==> src/rtl/output_argmax_tracker_pkg.sv <==
// Shared helpers for the output-layer argmax tracker: beat count, index widths
// and a saturating counter increment.
package dnn_out_pkg;

  function automatic int beats(input int nout, input int zbyfi);
    return nout / zbyfi;
  endfunction

  // Index width that never collapses to zero bits for a single-entry range.
  function automatic int idx_w(input int n);
    return (n > 1) ? $clog2(n) : 1;
  endfunction

  function automatic logic [31:0] sat_inc(input logic [31:0] cnt, input logic en,
                                          input int w);
    logic [31:0] max_v;
    max_v = (w >= 32) ? 32'hFFFF_FFFF : ((32'd1 << w) - 32'd1);
    if (en && (cnt < max_v)) return cnt + 32'd1;
    return cnt;
  endfunction

endpackage

==> src/rtl/output_argmax_tracker_argmax_tree.sv <==
// Combinational compare tree over the ZBYFI lanes of one beat; ties resolve to
// the lowest lane. With ARGMAX_TOP2_EN it also returns the runner-up lane.
module argmax_tree
  import dnn_out_pkg::*;
#(
  parameter int WIDTH = 12,
  parameter int ZBYFI = 1,
  parameter int LANEW = idx_w(ZBYFI)
) (
  input  logic [ZBYFI*WIDTH-1:0] act_i,
  output logic [WIDTH-1:0]       best_val_o,
  output logic [LANEW-1:0]       best_lane_o
`ifdef ARGMAX_TOP2_EN
  ,
  output logic [WIDTH-1:0]       second_val_o,
  output logic [LANEW-1:0]       second_lane_o,
  output logic                   second_vld_o
`endif
);

  localparam int LEVELS = $clog2(ZBYFI);

  typedef struct packed {
    logic signed [WIDTH-1:0] val;
    logic [LANEW-1:0]        idx;
`ifdef ARGMAX_TOP2_EN
    logic signed [WIDTH-1:0] val2;
    logic [LANEW-1:0]        idx2;
    logic                    has2;
`endif
  } score_t;

  // a always covers lower lanes than b, so a wins every tie.
  function automatic score_t merge(input score_t a, input score_t b);
    score_t r;
    r = a;
    if ($signed(b.val) > $signed(a.val)) begin
      r.val = b.val;
      r.idx = b.idx;
`ifdef ARGMAX_TOP2_EN
      if (b.has2 && ($signed(b.val2) > $signed(a.val))) begin
        r.val2 = b.val2;
        r.idx2 = b.idx2;
      end else begin
        r.val2 = a.val;
        r.idx2 = a.idx;
      end
`endif
    end
`ifdef ARGMAX_TOP2_EN
    else if (!(a.has2 && ($signed(a.val2) >= $signed(b.val)))) begin
      r.val2 = b.val;
      r.idx2 = b.idx;
    end
    r.has2 = 1'b1;
`endif
    return r;
  endfunction

  score_t root;

  // In-place pairwise reduction: level l folds entries 2i/2i+1 into entry i.
  always_comb begin
    score_t tmp [ZBYFI];
    for (int i = 0; i < ZBYFI; i++) begin
      tmp[i]     = '0;
      tmp[i].val = act_i[i*WIDTH +: WIDTH];
      tmp[i].idx = LANEW'(i);
    end
    for (int l = 0; l < LEVELS; l++) begin
      for (int i = 0; i < (ZBYFI >> (l + 1)); i++) begin
        tmp[i] = merge(tmp[2*i], tmp[2*i+1]);
      end
    end
    root = tmp[0];
  end

  assign best_val_o  = root.val;
  assign best_lane_o = root.idx;
`ifdef ARGMAX_TOP2_EN
  assign second_val_o  = root.val2;
  assign second_lane_o = root.idx2;
  assign second_vld_o  = root.has2;
`endif

endmodule

==> src/rtl/output_argmax_tracker.sv <==
// Streaming argmax over NOUT output activations (ZBYFI per valid beat) with
// accuracy counters. Define ARGMAX_TOP2_EN to add runner-up tracking.
module output_argmax_tracker
  import dnn_out_pkg::*;
#(
  parameter int WIDTH  = 12,
  parameter int ZBYFI  = 1,
  parameter int NOUT   = 64,
  parameter int CNTW   = 16,
  localparam int BEATS = beats(NOUT, ZBYFI),
  localparam int IDXW  = idx_w(NOUT)
) (
  input  logic                   clk,
  input  logic                   reset,
  input  logic                   in_valid,
  input  logic [ZBYFI*WIDTH-1:0] act_in,
  input  logic [ZBYFI-1:0]       ans_in,
  input  logic                   clear_stats,
  output logic                   out_valid,
  output logic [IDXW-1:0]        out_idx,
  output logic [NOUT-1:0]        out_onehot,
  output logic signed [WIDTH-1:0] out_max,
  output logic                   out_correct,
  output logic [CNTW-1:0]        total_cnt,
  output logic [CNTW-1:0]        correct_cnt
`ifdef ARGMAX_TOP2_EN
  ,
  output logic [IDXW-1:0]        out_idx2,
  output logic [CNTW-1:0]        top2_cnt
`endif
);

  localparam int LANEW = idx_w(ZBYFI);
  localparam int BEATW = idx_w(BEATS);
  localparam logic [NOUT-1:0] ONE_HOT0 = NOUT'(1);

  if ((NOUT % ZBYFI) != 0) begin : g_bad_nout
    $error("output_argmax_tracker: NOUT must be a multiple of ZBYFI");
  end
  if ((ZBYFI < 1) || ((ZBYFI & (ZBYFI - 1)) != 0)) begin : g_bad_zbyfi
    $error("output_argmax_tracker: ZBYFI must be a power of 2");
  end

  typedef struct packed {
    logic signed [WIDTH-1:0] val;
    logic [IDXW-1:0]         idx;
`ifdef ARGMAX_TOP2_EN
    logic signed [WIDTH-1:0] val2;
    logic [IDXW-1:0]         idx2;
    logic                    has2;
`endif
  } score_t;

  // Running state always holds lower neuron indices than the incoming beat.
  function automatic score_t merge(input score_t a, input score_t b);
    score_t r;
    r = a;
    if ($signed(b.val) > $signed(a.val)) begin
      r.val = b.val;
      r.idx = b.idx;
`ifdef ARGMAX_TOP2_EN
      if (b.has2 && ($signed(b.val2) > $signed(a.val))) begin
        r.val2 = b.val2;
        r.idx2 = b.idx2;
      end else begin
        r.val2 = a.val;
        r.idx2 = a.idx;
      end
`endif
    end
`ifdef ARGMAX_TOP2_EN
    else if (!(a.has2 && ($signed(a.val2) >= $signed(b.val)))) begin
      r.val2 = b.val;
      r.idx2 = b.idx;
    end
    r.has2 = 1'b1;
`endif
    return r;
  endfunction

  logic [WIDTH-1:0] tree_val;
  logic [LANEW-1:0] tree_lane;
`ifdef ARGMAX_TOP2_EN
  logic [WIDTH-1:0] tree_val2;
  logic [LANEW-1:0] tree_lane2;
  logic             tree_has2;
`endif

  argmax_tree #(.WIDTH(WIDTH), .ZBYFI(ZBYFI), .LANEW(LANEW)) u_tree (
    .act_i        (act_in),
    .best_val_o   (tree_val),
    .best_lane_o  (tree_lane)
`ifdef ARGMAX_TOP2_EN
    ,
    .second_val_o (tree_val2),
    .second_lane_o(tree_lane2),
    .second_vld_o (tree_has2)
`endif
  );

  logic [BEATW-1:0] beat_q, beat_d;
  score_t           run_q, run_d, loc, fin;
  logic             ideal_found_q, ideal_found_d, ideal_found_fin, beat_found;
  logic [IDXW-1:0]  ideal_idx_q, ideal_idx_d, ideal_idx_fin, beat_ideal;
  logic [LANEW-1:0] beat_lane;
  logic             last_beat;

  logic             out_valid_q, out_valid_d;
  logic [IDXW-1:0]  out_idx_q, out_idx_d;
  logic [WIDTH-1:0] out_max_q, out_max_d;
  logic             out_correct_q, out_correct_d;
  logic [CNTW-1:0]  total_q, total_d, correct_q, correct_d;
  logic [31:0]      total_inc, correct_inc;
`ifdef ARGMAX_TOP2_EN
  logic [IDXW-1:0]  out_idx2_q, out_idx2_d;
  logic             out_top2_q, out_top2_d;
  logic [CNTW-1:0]  top2_q, top2_d;
  logic [31:0]      top2_inc;
`endif

  // Neuron position of a lane in the current beat is beat*ZBYFI + lane.
  always_comb begin
    loc     = '0;
    loc.val = tree_val;
    loc.idx = IDXW'(int'(beat_q) * ZBYFI + int'(tree_lane));
`ifdef ARGMAX_TOP2_EN
    loc.val2 = tree_val2;
    loc.idx2 = IDXW'(int'(beat_q) * ZBYFI + int'(tree_lane2));
    loc.has2 = tree_has2;
`endif
    beat_found = 1'b0;
    beat_lane  = '0;
    for (int i = ZBYFI - 1; i >= 0; i--) begin
      if (ans_in[i]) begin
        beat_found = 1'b1;
        beat_lane  = LANEW'(i);
      end
    end
    beat_ideal = IDXW'(int'(beat_q) * ZBYFI + int'(beat_lane));
  end

  // Beat 0 reloads from the local result so nothing from the previous sample leaks.
  always_comb begin
    last_beat = (beat_q == BEATW'(BEATS - 1));
    if (beat_q == '0) begin
      fin             = loc;
      ideal_found_fin = beat_found;
      ideal_idx_fin   = beat_ideal;
    end else begin
      fin             = merge(run_q, loc);
      ideal_found_fin = ideal_found_q || beat_found;
      ideal_idx_fin   = ideal_found_q ? ideal_idx_q : beat_ideal;
    end
  end

  always_comb begin
    beat_d        = beat_q;
    run_d         = run_q;
    ideal_found_d = ideal_found_q;
    ideal_idx_d   = ideal_idx_q;
    out_valid_d   = 1'b0;
    out_idx_d     = out_idx_q;
    out_max_d     = out_max_q;
    out_correct_d = out_correct_q;
`ifdef ARGMAX_TOP2_EN
    out_idx2_d    = out_idx2_q;
    out_top2_d    = out_top2_q;
`endif
    if (in_valid) begin
      beat_d        = last_beat ? '0 : beat_q + BEATW'(1);
      run_d         = fin;
      ideal_found_d = ideal_found_fin;
      ideal_idx_d   = ideal_idx_fin;
      if (last_beat) begin
        out_valid_d   = 1'b1;
        out_idx_d     = fin.idx;
        out_max_d     = fin.val;
        out_correct_d = ideal_found_fin && (ideal_idx_fin == fin.idx);
`ifdef ARGMAX_TOP2_EN
        out_idx2_d    = fin.has2 ? fin.idx2 : '0;
        out_top2_d    = ideal_found_fin && ((ideal_idx_fin == fin.idx) ||
                        (fin.has2 && (ideal_idx_fin == fin.idx2)));
`endif
      end
    end
  end

  // Statistics follow the registered result; a coincident clear discards it.
  always_comb begin
    total_inc   = sat_inc(32'(total_q), 1'b1, CNTW);
    correct_inc = sat_inc(32'(correct_q), out_correct_q, CNTW);
    total_d     = total_q;
    correct_d   = correct_q;
`ifdef ARGMAX_TOP2_EN
    top2_inc    = sat_inc(32'(top2_q), out_top2_q, CNTW);
    top2_d      = top2_q;
`endif
    if (clear_stats) begin
      total_d   = '0;
      correct_d = '0;
`ifdef ARGMAX_TOP2_EN
      top2_d    = '0;
`endif
    end else if (out_valid_q) begin
      total_d   = total_inc[CNTW-1:0];
      correct_d = correct_inc[CNTW-1:0];
`ifdef ARGMAX_TOP2_EN
      top2_d    = top2_inc[CNTW-1:0];
`endif
    end
  end

  always_ff @(posedge clk or negedge reset) begin
    if (!reset) begin
      beat_q        <= '0;
      run_q         <= '0;
      ideal_found_q <= 1'b0;
      ideal_idx_q   <= '0;
      out_valid_q   <= 1'b0;
      out_idx_q     <= '0;
      out_max_q     <= '0;
      out_correct_q <= 1'b0;
      total_q       <= '0;
      correct_q     <= '0;
`ifdef ARGMAX_TOP2_EN
      out_idx2_q    <= '0;
      out_top2_q    <= 1'b0;
      top2_q        <= '0;
`endif
    end else begin
      beat_q        <= beat_d;
      run_q         <= run_d;
      ideal_found_q <= ideal_found_d;
      ideal_idx_q   <= ideal_idx_d;
      out_valid_q   <= out_valid_d;
      out_idx_q     <= out_idx_d;
      out_max_q     <= out_max_d;
      out_correct_q <= out_correct_d;
      total_q       <= total_d;
      correct_q     <= correct_d;
`ifdef ARGMAX_TOP2_EN
      out_idx2_q    <= out_idx2_d;
      out_top2_q    <= out_top2_d;
      top2_q        <= top2_d;
`endif
    end
  end

  assign out_valid   = out_valid_q;
  assign out_idx     = out_idx_q;
  assign out_onehot  = reset ? (ONE_HOT0 << out_idx_q) : '0;
  assign out_max     = out_max_q;
  assign out_correct = out_correct_q;
  assign total_cnt   = total_q;
  assign correct_cnt = correct_q;
`ifdef ARGMAX_TOP2_EN
  assign out_idx2    = out_idx2_q;
  assign top2_cnt    = top2_q;
`endif

endmodule

==> config.mk <==
export PLATFORM = sky130hd
export DESIGN_NAME = output_argmax_tracker
export DESIGN_NICKNAME = d
export VERILOG_FILES = /design/src/rtl/output_argmax_tracker_pkg.sv /design/src/rtl/output_argmax_tracker_argmax_tree.sv /design/src/rtl/output_argmax_tracker.sv
export SDC_FILE = /design/constraint.sdc
export NUM_CORES = 1
export LEC_CHECK = 0
export CORE_ASPECT_RATIO = 0.8
export CORE_UTILIZATION = 52
export DETAILED_ROUTE_END_ITERATION = 8
export GPL_TIMING_DRIVEN = 0
export HOLD_SLACK_MARGIN = 0.03
export PLACE_DENSITY = 0.91
export SYNTH_ARGS = -nofsm -noshare
export SYNTH_HDL_FRONTEND = slang
export SYNTH_SLANG_ARGS = --single-unit
==> constraint.sdc <==
create_clock -name clk -period 3.8 [get_ports clk]
set_input_delay 0.38 -clock clk [delete_from_list [all_inputs] [get_ports clk]]
set_output_delay 0.38 -clock clk [all_outputs]
set_load 0.02 [all_outputs]
==> Word-level counts from Yosys, hierarchy flattened <==
Index checks and enable logic that the tools add are counted.
{ "totals": {"input_bits": 17, "memories": 0, "latch_bits": 0, "mem_bits_ro": 0, "out_inout_bits": 116, "word_cells": 50, "mem_bits_rw": 0, "reg_bits": 83} }
{ "classes": {"shift": 1, "div": 0, "mux": 20, "n_reduce_logical": 10, "n_lt_le_gt_ge": 3, "n_addsub": 3, "n_mul": 0, "n_eq_ne": 2, "n_bitwise": 0} }
{ "op_table": {"columns": ["op", "n"], "rows": [
  ["$mux 16", 8],
  ["$mux 64", 1],
  ["$shl 1x6->64 const A", 1],
  ["$mux 18", 2],
  ["$add 16x1->16 const B", 2],
  ["$lt 16x16->1 const B", 2],
  ["$mux 6", 3],
  ["$gt 12x12->1", 1],
  ["$add 6x1->6 const B", 1],
  ["$eq 6x6->1", 1],
  ["$eq 6x6->1 const B", 1],
  ["$logic_not 6->1", 1],
  ["$mux 1", 6],
  ["$reduce_and 2->1", 3],
  ["$reduce_bool 2->1", 3],
  ["$logic_and 1x1->1", 2],
  ["$logic_or 1x1->1", 1]
]} }

==> Logic depth before layout (Yosys ltp) <==
{ "logic_depth": {"depth_word": 6, "mapped_depth": 12, "depth_no_buf": 10} }

==> Cells and area by module <==
A second synthesis with hierarchy kept.
{ "unflattened": {"cells_unflattened": 537, "hier_area_um2": 4873.4} }
{ "modules_own_cells": {"columns": ["module", "cells_per_inst", "seq_area_each_um2", "area_per_inst_um2", "instances"], "rows": [
  ["output_argmax_tracker", 523, 2077.0, 4772.1, 1],
  ["argmax_tree", 14, 0.0, 101.3, 1]
]} }

==> Worst setup path after synthesis <==
OpenSTA, ideal clock, no wires.
{ "synth_timing": {"kind": "input-to-reg", "start": "in act_in[11]", "end": "reg run_q[10] in the netlist's numbering", "arrival_ns": 2.377, "n_path_buf": 2, "t_required_ns": 3.675, "setup_slack_ns": 1.299, "cell_stages": 9, "setup_ns": 0.125, "path_cell_list": "ha_1 nand4_1 or2_1 a221o_1 o211a_1 buf_6 o21ai_1 buf_2 mux2_2"} }
{ "synth_between": {"elab_chain_len": 3} }
{ "synth_rtl": {"columns": ["item", "line", "text"], "rows": [
  ["start: declaration", "output_argmax_tracker.sv:16", "input logic [ZBYFI*WIDTH-1:0] act_in,"],
  ["$gt 12x12->1", "output_argmax_tracker.sv:58", "if ($signed(b.val) > $signed(a.val)) begin"],
  ["$mux 18", "output_argmax_tracker.sv:58", null],
  ["$mux 18", "output_argmax_tracker.sv:145", "if (beat_q == '0) begin"],
  ["end signal: assignment", "output_argmax_tracker.sv:232", "run_q <= run_d;"],
  ["end: declaration", "output_argmax_tracker.sv:102", "score_t run_q, run_d, loc, fin;"]
]} }
No other way between the ends.
A chain may end at the register's enable or synchronous reset.

==> Worst setup path after layout <==
{ "layout_timing": {"start": "in reset", "end": "out out_onehot[12]"} }
{ "layout_between": {"elab_chain_len": 1} }
{ "layout_rtl": {"columns": ["item", "line", "text"], "rows": [
  ["start: declaration", "output_argmax_tracker.sv:14", "input logic reset,"],
  ["$mux 64", "output_argmax_tracker.sv:251", "assign out_onehot = reset ? (ONE_HOT0 << out_idx_q) : '0;"],
  ["end: declaration", "output_argmax_tracker.sv:21", "output logic [NOUT-1:0] out_onehot,"]
]} }
No other way between the ends.

==> impl_metrics.tcl <==
set metrics [dict create \
    cts_resized 0 \
    grt_use_met3_pct 6.208 \
    crit_chain "dlygate4sd3_1 -> buf_4 -> buf_16 -> or3b_2 -> clkbuf_1 -> clkbuf_1 -> nor2_1 -> clkdlybuf4s50_1" \
    synth_area_um2 4746 \
    finalClockSkew_ns 0.007161 \
    synthSimpleGateAreaFrac_pct 23.31 \
    via_per_inst 5.776 \
    p_switching_mw 1.399 \
    synth_warnings 0 \
    critical_path_required_ns 3.42 \
    antenna_found_initial 0 \
    dp.final_hpwl_mm 9.564 \
    synth_edf_count 0 \
    synth-seq-cells 83 \
    grt_pass1_vias 4415 \
    final_cell_area_um2 6564 \
    hold_class "in2reg" \
    synth_xor_area_share_pct 6.090 \
    cp_slowest_stage_delay_ns 0.65 \
    p_leak_nw 2.704 \
    grt_pass1_wl_mm 21.37 \
    grtUsageMet2_pct 50.58 \
    ys_seq_area_share_pct 43.76 \
    clockRootBuffer "clkbuf_16" \
    clock_sinks 83 \
    syn2layout_area_growth_pct 38.31 \
    setup_viol 0 \
    synth_nets 577 \
    r2r_cells 10 \
    synth-compound-area-share_pct 11.44 \
    synth_top_cell_by_area "dfrtp_1" \
    io_pins 133 \
    seqPwrFrac_pct 33.5 \
    wl_mm 13.49 \
    crit_top_cell "clkbuf_1" \
    synthArstFlopShare_pct 100.0 \
    clk_latency_ns 0.34 \
    syn_inst 544 \
    track_usage_pct 29.08 \
    synth.distinct_cells 54 \
    rsz0062_at_grt "false" \
    critPathCaptureType "output port" \
    syn_area_per_cell_um2 8.724 \
    tightest_slew_ns 0.6504 \
    grt_util_met1_pct 35.37 \
    r2r_slack_ns 0.90 \
    power.internal_mw 2.305 \
    busiest_layer "met2" \
    pwr-share-clk_pct 25.3 \
    startpoint_type "primary input" \
    r2r_start "run_q[15]$_DFFE_PN0P_" \
    slew_headroom_pct 56.64 \
    h-tree-depth 3 \
    io_buffer_count 130 \
    report.final.hold_viol_count 0 \
    start_util_pct 54.73 \
    pwr-share-comb_pct 41.3 \
    maxCapViolCount 0 \
    nets 721 \
    endpoint "out_onehot[12]" \
    die_width_um 108.8 \
    period_needed_ns 3.662 \
    diodes 0 \
    worst-endpoint-arrival_ns 3.28 \
    yosys-top-cells-count "nor2_1, dfrtp_1, nand2_1" \
    num_rows 30 \
    dieHeight_um 87.45 \
    cp_slowest_cell "clkdlybuf4s50_1" \
    die_area_um2 9515 \
    drive_gt1_share_pct 6.349 \
    r2r-end "run_q[7]$_DFFE_PN0P_" \
    post-cts-setup-buffer-count 0 \
    synth.most_common_cell "nor2_1" \
    place_area_um2 6212 \
    grt_max_degree 65 \
    synth.top_cell.area_share_pct 43.76 \
    synthTopCellsByArea "dfrtp_1, nor2_1, ha_1" \
    p_per_area_nw_per_um2 564.3 \
    peakVddDrop_mv 0.4173 \
    final_max_slew_viol_count 0 \
    cts_tree "done" \
    numCtsBuffers 9 \
    wire_per_inst_um 16.76 \
    worstPathMaxFanout 32 \
    critical_path_class "in2out" \
    timing.fmax_mhz 273.1 \
    grt_overflow 0 \
    gp_congestion 0.8630 \
    vias 4650 \
    ant_nets 0 \
    critical_path.startpoint "reset" \
    synth_mux_area_share_pct 6.670 \
    status "finished clean" \
    core_area_um2 8671 \
    clk_pin_slew_ns 0.06 \
    switching_share_pct 37.77 \
    drt_iter0_drc 349 \
    synth_flop_cell "dfrtp_1" \
    whs_ns 0.4090 \
    drc_errors 0 \
    drt_first_pass_iters 5 \
    finalCritPeriodShare_pct 96.37 \
    synth_top_family_by_area "simple AND/OR/NAND/NOR gates" \
    clockBufferDepth 2 \
    synth_fa_ha_area_share_pct 4.218 \
]
==> cells in the final DEF (no fill, tap or decap), types with 3 or more instances in the layout <==
cell	count
nor2b_1	10
nor3_1	3
dfrtp_1	83
a31oi_1	3
ha_1	16
mux2i_1	17
nand3_1	21
o21ai_0	18
a22o_1	4
nand3b_1	3
clkbuf_1	21
inv_1	25
buf_2	3
nor2_1	125
nand2b_1	4
o211ai_1	3
a21oi_1	29
a32o_1	4
or3_1	7
and4_1	3
and3_1	3
mux2_2	13
xor2_1	18
clkbuf_16	10
xnor2_1	15
nand4_1	15
nand2_1	47
clkdlybuf4s50_1	129
==> power groups by stage <==
stage / clock [mW] / combinational, mW / sequential [mW]
after floorplan: 0 / 1.06 / 1.24
after global placement: 0 / 1.38 / 1.23
after detailed placement: 0 / 1.46 / 1.24
after CTS: 0.942 / 1.50 / 1.23
after global routing: 0.980 / 1.65 / 1.26
final: 0.937 / 1.53 / 1.24
==> critical path, delay by kind of cell <==
kind                   cells  cell delay (ns)
buffers and inverters      6             2.25
AND/OR/NAND/NOR            2             0.63
==> per-layer routing <==
layer	wire length (um)	vias up
li1	-	2132
met1	5443	2254
met2	6861	224
met3	842	40
met4	346	0
met5	0	-
==> how the worst min path moves through the flow <==
stage	start	to	cells after the start	slack, ns
after floorplan	reset	beat_q[0]$_DFFE_PN0P_	0	0.08
after global placement	ideal_idx_q[1]$_DFFE_PN0P_	ideal_idx_q[1]$_DFFE_PN0P_	2	0.48
after detailed placement	reset	total_cnt[11]$_DFFE_PN0P_	1	0.30
after CTS	clear_stats	correct_cnt[5]$_DFFE_PN0P_	2	0.40
after global routing	clear_stats	correct_cnt[5]$_DFFE_PN0P_	2	0.45
final	clear_stats	correct_cnt[5]$_DFFE_PN0P_	2	0.41
==> state kept, by name, summed over array words and instances (netlist names) <==
signal         flops
out_correct        1
out_max           12
run_q             18
correct_cnt       16
ideal_idx_q        6
out_idx            6
total_cnt         16
ideal_found_q      1
beat_q             6
out_valid          1
==> metrics by stage <==
step | setup slack (ns) | util, % | TNS (ns) | cells | power [mW]
floorplan | 1.299 | - | 0 | 544 | 2.299
global placement | -2.208 | 71.36 | -175.64 | 786 | 2.615
detailed placement | 0.5058 | 71.65 | 0 | 787 | 2.706
CTS | 0.05766 | 75.41 | 0 | 804 | 3.674
global route | 0.007623 | 75.70 | 0 | 805 | 3.887
finish | 0.1378 | 75.70 | 0 | 805 | 3.704
==> cell type report <==
class / instances / area [um^2]
Multi-Input combinational cell: 409 / 2455
Fill cell: 561 / 2107
Sequential cell: 83 / 2077
Timing Repair Buffer: 133 / 1361
Clock buffer: 10 / 229.0
Tap cell: 112 / 140.1
Buffer: 27 / 120.1
Inverter: 25 / 93.84
Clock inverter: 6 / 87.58
==> kinds of logic after synthesis <==
logic type / count (synthesis)
adders and majority gates: 16
buffers and inverters: 52
and+or+nand+nor: 248
muxes: 30
AOI/OAI and AO/OA: 82
DFF: 83
xor gates and xnor gates: 33
==> repair_timing <==
| action | CTS | global route |
|---|---|---|
| endpoints found under the hold margin | 23 | 0 |
| setup endpoints to repair | 0 | 10 |
| hold buffers | 1 | 0 |
Note: power is estimated with default switching activity, not from simulation.
